--- src/rtl/lvt_mport.sv ---
// Live-value table: records which write port last wrote each address so a multiport
// RAM wrapper can steer every read port to the bank holding the live value.
module lvt_mport #(
  parameter int unsigned MEMD    = 16,
  parameter int unsigned nRPORTS = 2,
  parameter int unsigned nWPORTS = 2,
  parameter int unsigned RDW     = 0,
  parameter int unsigned RLAT    = 1,
  localparam int unsigned ADDRW  = (MEMD > 1) ? $clog2(MEMD) : 1,
  localparam int unsigned LVTW   = (nWPORTS > 1) ? $clog2(nWPORTS) : 1
) (
  input  logic                       clk,
  input  logic                       rst,
  input  logic [nWPORTS-1:0]         WEnb,
  input  logic [ADDRW*nWPORTS-1:0]   WAddr,
  input  logic [nRPORTS-1:0]         REnb,
  input  logic [ADDRW*nRPORTS-1:0]   RAddr,
  output logic [LVTW*nRPORTS-1:0]    RBank,
  output logic [nRPORTS-1:0]         RValid,
  output logic                       Ready,
  output logic                       WConf
);

  localparam logic [ADDRW:0] MemDepth = (ADDRW + 1)'(MEMD);

  logic [LVTW-1:0]          tbl_q [MEMD];
  logic [ADDRW-1:0]         sweep_q;
  logic                     ready_q;
  logic                     wconf_q;
  logic [nWPORTS-1:0]       wvld;
  logic                     conf;
  logic [LVTW*nRPORTS-1:0]  rd;
  logic [nRPORTS-1:0]       rv1_q;
  logic [LVTW*nRPORTS-1:0]  rb1_q;

  // A write counts only when the table is ready and its address is in range.
  always_comb begin
    wvld = '0;
    for (int i = 0; i < nWPORTS; i++) begin
      wvld[i] = ready_q & WEnb[i] & ({1'b0, WAddr[i*ADDRW +: ADDRW]} < MemDepth);
    end
    conf = 1'b0;
    for (int i = 0; i < nWPORTS; i++) begin
      for (int k = i + 1; k < nWPORTS; k++) begin
        if (wvld[i] && wvld[k] && (WAddr[i*ADDRW +: ADDRW] == WAddr[k*ADDRW +: ADDRW])) begin
          conf = 1'b1;
        end
      end
    end
  end

  always_ff @(posedge clk) begin
    if (rst) begin
      sweep_q <= '0;
      ready_q <= 1'b0;
      wconf_q <= 1'b0;
    end else begin
      wconf_q <= conf;
      if (!ready_q) begin
        if (sweep_q == ADDRW'(MEMD - 1)) ready_q <= 1'b1;
        else                             sweep_q <= sweep_q + 1'b1;
      end
    end
  end

  // Ascending port order makes the highest-numbered conflicting port win.
  always_ff @(posedge clk) begin
    if (!rst) begin
      if (!ready_q) begin
        tbl_q[sweep_q] <= '0;
      end else begin
        for (int i = 0; i < nWPORTS; i++) begin
          if (wvld[i]) tbl_q[WAddr[i*ADDRW +: ADDRW]] <= LVTW'(i);
        end
      end
    end
  end

  always_comb begin
    rd = '0;
    for (int j = 0; j < nRPORTS; j++) begin
      if ({1'b0, RAddr[j*ADDRW +: ADDRW]} < MemDepth) begin
        rd[j*LVTW +: LVTW] = tbl_q[RAddr[j*ADDRW +: ADDRW]];
      end
      if (RDW != 0) begin
        for (int i = 0; i < nWPORTS; i++) begin
          if (wvld[i] && (WAddr[i*ADDRW +: ADDRW] == RAddr[j*ADDRW +: ADDRW])) begin
            rd[j*LVTW +: LVTW] = LVTW'(i);
          end
        end
      end
    end
  end

  always_ff @(posedge clk) begin
    if (rst) begin
      rv1_q <= '0;
      rb1_q <= '0;
    end else begin
      rv1_q <= REnb & {nRPORTS{ready_q}};
      for (int j = 0; j < nRPORTS; j++) begin
        if (REnb[j] && ready_q) rb1_q[j*LVTW +: LVTW] <= rd[j*LVTW +: LVTW];
      end
    end
  end

  if (RLAT == 2) begin : g_lat2
    logic [nRPORTS-1:0]      rv2_q;
    logic [LVTW*nRPORTS-1:0] rb2_q;

    always_ff @(posedge clk) begin
      if (rst) begin
        rv2_q <= '0;
        rb2_q <= '0;
      end else begin
        rv2_q <= rv1_q;
        for (int j = 0; j < nRPORTS; j++) begin
          if (rv1_q[j]) rb2_q[j*LVTW +: LVTW] <= rb1_q[j*LVTW +: LVTW];
        end
      end
    end

    assign RValid = rv2_q;
    assign RBank  = rb2_q;
  end else begin : g_lat1
    assign RValid = rv1_q;
    assign RBank  = rb1_q;
  end

  assign Ready = ready_q;
  assign WConf = wconf_q;

endmodule

--- config.mk ---
export PLATFORM = sky130hd
export DESIGN_NAME = lvt_mport
export DESIGN_NICKNAME = d
export VERILOG_FILES = /design/src/rtl/lvt_mport.sv
export SDC_FILE = /design/constraint.sdc
export NUM_CORES = 1
export LEC_CHECK = 0
export CORE_ASPECT_RATIO = 1.1
export CORE_MARGIN = 2
export CORE_UTILIZATION = 33
export CTS_CLUSTER_SIZE = 28
export DETAILED_ROUTE_END_ITERATION = 8
export GPL_ROUTABILITY_DRIVEN = 1
export PLACE_DENSITY = 0.57
export SLEW_MARGIN = 10
export SYNTH_ARGS = -nofsm -noshare
export SYNTH_HDL_FRONTEND = slang
export SYNTH_SLANG_ARGS = --single-unit
--- constraint.sdc ---
create_clock -name clk -period 1.65 [get_ports clk]
set_input_delay 0.2475 -clock clk [delete_from_list [all_inputs] [get_ports clk]]
set_output_delay 0.2475 -clock clk [all_outputs]
set_load 0.005 [all_outputs]
Word-level counts from Yosys, hierarchy flattened
Memory sizes are Yosys's and may differ from the RTL's. A register that Yosys moved wholly into a read port is not among the register bits. Cells that the tools add are included.

Magnitude comparators: 0. Shift operators: 0. Muxes and demuxes: 17. Add/sub/neg operators: 1. Eq/ne operators: 2. Divide/modulo/power cells: 0. Multiply operators: 0. Reductions and logical operators: 6. Bitwise logic cells: 5.

Operators by type and width (number): 1-bit two-way mux (16); 4-bit by 1-bit adder with 4-bit output, second input constant (1); 4-bit == test (1); 4-bit == test, second input constant (1); 1-bit logical AND (4); 4-bit two-way mux (1); 1-bit bitwise AND (2); 2-bit bitwise AND (1); 1-bit inverter (2); 2-bit AND reduction (1); 1-bit OR reduction (1).

Bits of input ports: 22. ROM bits: 0. Memories: 1. Bits in latches: 0. RAM bits: 16. Logic and storage cells: 36. Output and inout bits: 6. Bits in registers: 8.

Memories: tbl_q (words 16, width 1, rd ports 2, clocked after memory_dff 2, write ports 2, RTL line 26) `logic [LVTW-1:0] tbl_q [MEMD];`.

Logic depth before layout (Yosys ltp)
Gate-level depths: netlist of the first run.

Depth in word-level cells: 7. Mapped depth: 5. Mapped depth without buffers: 5.

Worst setup path after synthesis of the first run
Ideal clock, no wire load.

Path kind: reg-to-reg. Start point: register ready_q, in the netlist Ready. End point: memory tbl_q[0] (netlist bit). Path slack: 0.094 ns. Arrival: 1.423 ns. Data required time: 1.517 ns. Period minus slack after synthesis: 1.556 ns. Library setup time: 0.133 ns. Buffers on the path: 1. Cell stages (with the launch flop): 6. Path through: dfxtp_1 -> buf_4 -> nand3b_4 -> mux2_4 -> o41ai_1 -> o31ai_1.

RTL lines: from (decl) (RTL line 28) `logic ready_q;`; from (signal assigned) (RTL line 55) `ready_q <= 1'b0;`; from (signal assigned) (RTL line 60) `if (sweep_q == ADDRW'(MEMD - 1)) ready_q <= 1'b1;`; to (decl) (RTL line 26).

==> results of run 1 <==
## layer usage
layer	global-route usage, %	share of wire (%)	vias up
met5	0	0	-
met4	4.31	1.2	0
met3	2.76	4.7	6
met2	29.8	49	45
met1	21.6	45	681
li1	-	-	683
## state kept, by name (all words and copies together) (netlist names)
name	cells
WConf	1
Ready	1
tbl_q	16
RValid	2
sweep_q	4
RBank	2
## per-stage QoR
stage,cells,utilization [%],worst slack [ps]
2_1_floorplan,143,-,93.9
3_3_place_gp,247,46.4,-358
3_5_place_dp,247,46.4,-386
4_1_cts,250,47.9,-17.3
5_1_grt,252,49.0,-5.32
6_report,252,49.0,60.6
## cell type report
class	instances	area, sq um	area share [%]
Multi-Input combinational cell	111	966	46.0
Tap cell	54	67.6	3.22
Inverter	1	3.75	0.179
Clock buffer	3	41.3	1.97
Timing Repair Buffer	57	502	23.9
Sequential cell	26	520	24.8
## worst max-delay path: stages, from the launching register on
cell	delay [ps]
dfxtp_1	390
nand3b_4	190
mux2i_4	270
buf_4	160
o41ai_1	330
o21ai_0	130
## kinds of logic after synthesis
| kind of cell | count (synthesis) | share of synthesized area (%) |
|---|---|---|
| XOR/XNOR | 6 | 3.59 |
| buffers and inverters | 6 | 1.97 |
| flip-flops | 26 | 35.6 |
| AND/OR/NAND/NOR | 56 | 23.3 |
| AO/OA/AOI/OAI | 31 | 16.8 |
| adder cells (fa/ha/maj) | 1 | 0.855 |
| multiplexers | 17 | 17.9 |
## power breakdown
part           internal, mW  switching [mW]
Combinational         0.137           0.107
Sequential            0.638          0.0158
Clock                 0.163           0.188
Total                 0.938           0.311
## synth_stat cells, types with 4 or more instances
cell type and number:
dfxtp_1 26, nand4_1 11, nor2b_1 8, a22o_1 7
nor2_1 7, mux4_2 6, nand3b_1 6, o41ai_1 6
mux2i_1 5, nand2_1 5, and3_1 4, nand3_1 4
xor2_1 4
## worst min-delay path by stage
stage / depth (start not counted) / end / from
3_3_place_gp: 1 / tbl_q[8]$_DFF_P_ / tbl_q[8]$_DFF_P_
5_1_grt: 3 / sweep_q[1]$_SDFFE_PP0P_ / rst
4_1_cts: 2 / tbl_q[6]$_DFF_P_ / tbl_q[6]$_DFF_P_
3_5_place_dp: 1 / tbl_q[8]$_DFF_P_ / tbl_q[8]$_DFF_P_
2_1_floorplan: 1 / tbl_q[0]$_DFF_P_ / WAddr[7]
6_report: 3 / sweep_q[0]$_SDFFE_PP0P_ / rst
## repair_timing
item,in CTS,in global routing
buffers inserted,0,2
setup endpoints to repair,14,16
gates resized for setup,8,7
pin swaps,1,1
==> impl_metrics.env, run 1 <==
export IMPL_status="finished clean"
export IMPL_yosys_register_bits=26
export IMPL_path_max_fanout=7
export IMPL_clk_latency_ps=260
export IMPL_drc=0
export IMPL_timing_worst_setup_path_type="reg -> reg"
export IMPL_grt_max_degree=14
export IMPL_final_setup_viol_count=0
export IMPL_routed_wl_um=4060
export IMPL_powerDensity_nw_per_um2=595
export IMPL_drtPass1Iterations=4
export IMPL_layout_min_cycle_time_ps=1590
export IMPL_coreArea_sq_um=4290
export IMPL_avgSynthCellArea_sq_um=10.2
export IMPL_mostFrequentLayoutCells="buf_4, dfxtp_1, clkdlybuf4s50_1"
export IMPL_portBuffers=27
export IMPL_maxSlewViolCount=0
export IMPL_via_per_inst=5.62
export IMPL_cts_tree="built"
export IMPL_totalPowerFinal_mw=1.25
export IMPL_slew_headroom_pct=57.1
export IMPL_root_buffer="clkbuf_8"
export IMPL_yosysTopAreaCellShare_pct=35.6
export IMPL_ant_nets=0
export IMPL_rsz0062_at_grt="yes"
export IMPL_worst_pin_slew_ps=643
export IMPL_endpoint_kind="register"
export IMPL_yosys_top_cells_area="dfxtp_1, mux4_2, nand4_1"
export IMPL_hold_slack_ps=377
export IMPL_finalInstanceArea_sq_um=2100
export IMPL_hold_class="in -> reg"
export IMPL_finalHoldViolations=0
export IMPL_antenna_found_initial=0
export IMPL_fmax_ghz=0.629
export IMPL_leakage_nw=0.810
export IMPL_die_h_um=73.9
export IMPL_vdd_ir_drop_max_mv=0.331
export IMPL_finalClockSkew_ps=6.58
export IMPL_diodes=0
export IMPL_drt_iter0_drc=55
export IMPL_path_clk_slew_ps=90
export IMPL_cp_arrival_ps=1730
export IMPL_dp_hpwl_um=3170
export IMPL_fin_crit_sh_pct=96.3
export IMPL_place_gp_congestion=0.910
export IMPL_grt_first_pass_wirelength_um=6400
export IMPL_synthesis_instances=143
export IMPL_drive_above_1_share_pct=26.3
export IMPL_r2r_slack_ps=60
export IMPL_syn_area_sq_um=1460
export IMPL_rr_endpoint="tbl_q[7]$_DFF_P_"
export IMPL_yosys_warnings=0
export IMPL_ctsHoldBuffers=0
export IMPL_dpl_cell_area_sq_um=1990
export IMPL_grt_overflow_total=0
export IMPL_grt_usage_pct=17.1
export IMPL_nets=223
export IMPL_synth_edf_count=0
export IMPL_h_tree_depth=1
export IMPL_worstRegToRegCells=5
export IMPL_r2r_start="Ready$_SDFF_PP0_"
export IMPL_synth_net_count=166
export IMPL_ys_async_sr_fraction_pct=0
export IMPL_required_ps=1790
export IMPL_start_util_pct=34.2
export IMPL_cp_start_kind="register"
export IMPL_synth_top_cell_by_area="dfxtp_1"
export IMPL_die_x_um=67.5
export IMPL_ioPinCount=28
export IMPL_cts_buffers=3
export IMPL_grt_pass1_vias=1330
export IMPL_row_count=25
export IMPL_vias=1415
export IMPL_max_cap_violations=0
export IMPL_fin_tns_setup_ps=0
export IMPL_wire_per_inst_um=16.1
export IMPL_fillers=405
export IMPL_synth_cell_types=40
export IMPL_worstSetupEndpoint="tbl_q[7]$_DFF_P_"
export IMPL_final_common_cell="buf_4"
export IMPL_ys_flop_type="dfxtp_1"
export IMPL_seq_area_frac_synth_pct=35.6
export IMPL_syn2layout_area_growth_pct=43.5
export IMPL_cts_path_max_buffers=2
export IMPL_cts_sinks=26
export IMPL_die_area_sq_um=4990
export IMPL_cp_startpoint="Ready$_SDFF_PP0_"
(Power assumes the default switching activity.)
==> run 2: changes to the inputs <==
- ABC_AREA: not set -> 1
- CORE_MARGIN: 2 -> not set
==> run 2 against run 1 <==
  * Sequential power shrank 0.9%
  * Setup slack better by 36 ps
  * Via count rose by 11%
  * Total power up 11%
  * Core utilization is 4.3 points lower
  * Global-route usage increased by 0.093 points
  * Die area down 1.5%
==> impl_metrics.env, run 2 <==
export IMPL_synth_cell_types=23
export IMPL_cp_startpoint="Ready$_SDFF_PP0_"
export IMPL_fin_crit_sh_pct=94.2
export IMPL_placedCellCount=325
export IMPL_synth_compound_area_share_pct=14.7
export IMPL_ys_top_cells_by_count="nand2_1, nand3_1, inv_1"
export IMPL_synthesis_instances=241
export IMPL_ys_async_sr_fraction_pct=0
export IMPL_grtUsageMet2_pct=31.0
export IMPL_yosys_warnings=0
export IMPL_ant_nets=0
export IMPL_grt_overflow_total=0
export IMPL_clk_latency_ps=280
export IMPL_synthMuxAreaShare_pct=0
export IMPL_cp_buffers_inverters=1
export IMPL_largest_registers="tbl_q: 16 flops, sweep_q: 4 flops"
export IMPL_layout_min_cycle_time_ps=1550
export IMPL_grt_max_degree=16
export IMPL_drtPass1Iterations=4
export IMPL_dpl_cell_area_sq_um=1890
export IMPL_critPathSlowestCell="clkdlybuf4s50_1"
export IMPL_synth_edf_count=0
export IMPL_r2r_slack_ps=190
export IMPL_required_ps=1400
export IMPL_finalClockSkew_ps=10.1
export IMPL_die_h_um=73.4
export IMPL_hold_class="reg -> reg"
export IMPL_cts_setup_buffers=0
export IMPL_timing_worst_setup_path_type="reg -> out"
export IMPL_max_stage_delay_ps=550
export IMPL_place_gp_congestion=0.885
export IMPL_synth_simple_gate_area_share_pct=40.9
export IMPL_seq_area_frac_synth_pct=34.0
export IMPL_finalInstanceArea_sq_um=1960
export IMPL_worstRegToRegCells=7
export IMPL_die_area_sq_um=4910
export IMPL_path_clk_slew_ps=90
export IMPL_worstSetupEndpoint="Ready"
export IMPL_fmax_ghz=0.644
export IMPL_slew_headroom_pct=78.6
export IMPL_diodes=0
export IMPL_via_per_inst=4.76
export IMPL_synth_net_count=264
export IMPL_cts_buffers=3
export IMPL_leakage_nw=0.881
export IMPL_portBuffers=27
export IMPL_grt_pass1_vias=1504
export IMPL_syn2layout_area_growth_pct=28.1
export IMPL_final_setup_viol_count=0
export IMPL_wire_per_inst_um=11.5
export IMPL_routed_wl_um=3790
export IMPL_instances_no_fill=329
export IMPL_status="finished clean"
export IMPL_yosys_top_cells_area="dfxtp_1, nand2_1, nand3_1"
export IMPL_synth_xor_area_share_pct=0
export IMPL_rr_endpoint="tbl_q[15]$_DFF_P_"
export IMPL_finalHoldViolations=0
export IMPL_regMostFlops="tbl_q"
export IMPL_nets=299
export IMPL_cts_sinks=26
export IMPL_endpoint_kind="primary output"
export IMPL_largest_reg_flops=16
export IMPL_path_depth=1
export IMPL_final_util_pct=44.7
export IMPL_yosysTopAreaCellShare_pct=34.0
export IMPL_whs_path_depth=2
export IMPL_vdd_ir_drop_max_mv=0.314
export IMPL_gr_usage_met3_pct=1.55
export IMPL_antenna_found_initial=0
export IMPL_ys_flop_type="dfxtp_1"
export IMPL_root_buffer="clkbuf_8"
export IMPL_syn_area_sq_um=1530
export IMPL_row_count=25
export IMPL_avgSynthCellArea_sq_um=6.34
export IMPL_drt_iter0_drc=87
export IMPL_fin_ws_ps=96.4
export IMPL_cts_tree="built"
export IMPL_dp_hpwl_um=3200
export IMPL_ctsHoldBuffers=0
export IMPL_fin_tns_setup_ps=0
export IMPL_vias=1566
export IMPL_die_x_um=66.9
export IMPL_grt_first_pass_wirelength_um=6500
export IMPL_use_met1_pct=21.4
export IMPL_max_cap_violations=0
export IMPL_rsz0062_at_grt="no"
export IMPL_worst_pin_slew_ps=321
export IMPL_drive_above_1_share_pct=9.45
export IMPL_r2r_start="Ready$_SDFF_PP0_"
export IMPL_cp_start_kind="register"
export IMPL_coreArea_sq_um=4380
export IMPL_yosys_register_bits=26
export IMPL_start_util_pct=34.9
export IMPL_path_cells="clkdlybuf4s50_1"
export IMPL_yosys_cell_count_top_type="nand2_1"
export IMPL_final_common_cell="nand2_1"
export IMPL_cp_arrival_ps=1310
export IMPL_powerDensity_nw_per_um2=709
export IMPL_busiest_layer="met2"
export IMPL_synth_adder_area_share_pct=0.818
export IMPL_crit_family="buffers and inverters"
export IMPL_maxSlewViolCount=0
export IMPL_mostFrequentLayoutCells="nand2_1, nand3_1, inv_1"
export IMPL_place_ws_ps=-126
export IMPL_synth_top_cell_by_area="dfxtp_1"
export IMPL_path_max_fanout=5
export IMPL_postCtsResizedCells=0
export IMPL_synth_top_family_by_area="simple AND/OR/NAND/NOR gates"
export IMPL_h_tree_depth=1
export IMPL_grt_usage_pct=17.2
export IMPL_drc=0
export IMPL_ioPinCount=28
export IMPL_cts_path_max_buffers=2
run 2: cell types whose count changed in the layout (fill, tap and decap cells not counted), sizes merged, moves of 9 or more:
cell	delta
nand2	+75
nand3	+38
inv	+29
o21ai	+29
buf	-23
nand4	-9
run 2: how the worst min path moves through the flow:
stage,from,end
floorplan,REnb[0],RValid[0]$_SDFF_PP0_
global placement,tbl_q[7]$_DFF_P_,tbl_q[7]$_DFF_P_
detailed placement,tbl_q[2]$_DFF_P_,tbl_q[2]$_DFF_P_
CTS,tbl_q[2]$_DFF_P_,tbl_q[2]$_DFF_P_
global route,tbl_q[5]$_DFF_P_,tbl_q[5]$_DFF_P_
finish,tbl_q[6]$_DFF_P_,tbl_q[6]$_DFF_P_
run 2: layout make-up:
type / count / area, sq um
Clock buffer: 3 / 41.3
Timing Repair Buffer: 34 / 323
Multi-Input combinational cell: 181 / 863
Clock inverter: 1 / 30.0
Fill cell: 495 / 2420
Sequential cell: 26 / 520
Inverter: 30 / 113
Tap cell: 54 / 67.6
run 2: per-stage QoR:
step | power [mW] | hold slack [ps]
floorplan | 0.775 | 392
global placement | 0.875 | 481
detailed placement | 0.875 | 483
CTS | 1.41 | 496
global route | 1.46 | 536
finish | 1.39 | 492
run 2: logic make-up after synthesis:
family                     Yosys count
and+or+nand+nor                    141
AOI/OAI and AO/OA                   39
buffers and inverters               34
DFF                                 26
adders and majority gates            1
run 2: layer usage:
layer  wire, um  vias up  share of wire (%)
met3        125        4                3.3
met1       1840      678                 49
met2       1770       30                 47
li1           -      854                  -
met5          0        -                  0
met4         55        0                1.5
run 2: report_power, final:
group	internal (mW)	switching, mW
Combinational	0.0923	0.119
Clock	0.325	0.204
Sequential	0.638	0.0105
==> run 3: changes to the inputs <==
- CORE_MARGIN: not set -> 1
==> results of run 3 <==
Same layout as run 2: the final DEF is identical, and so are final timing and power.
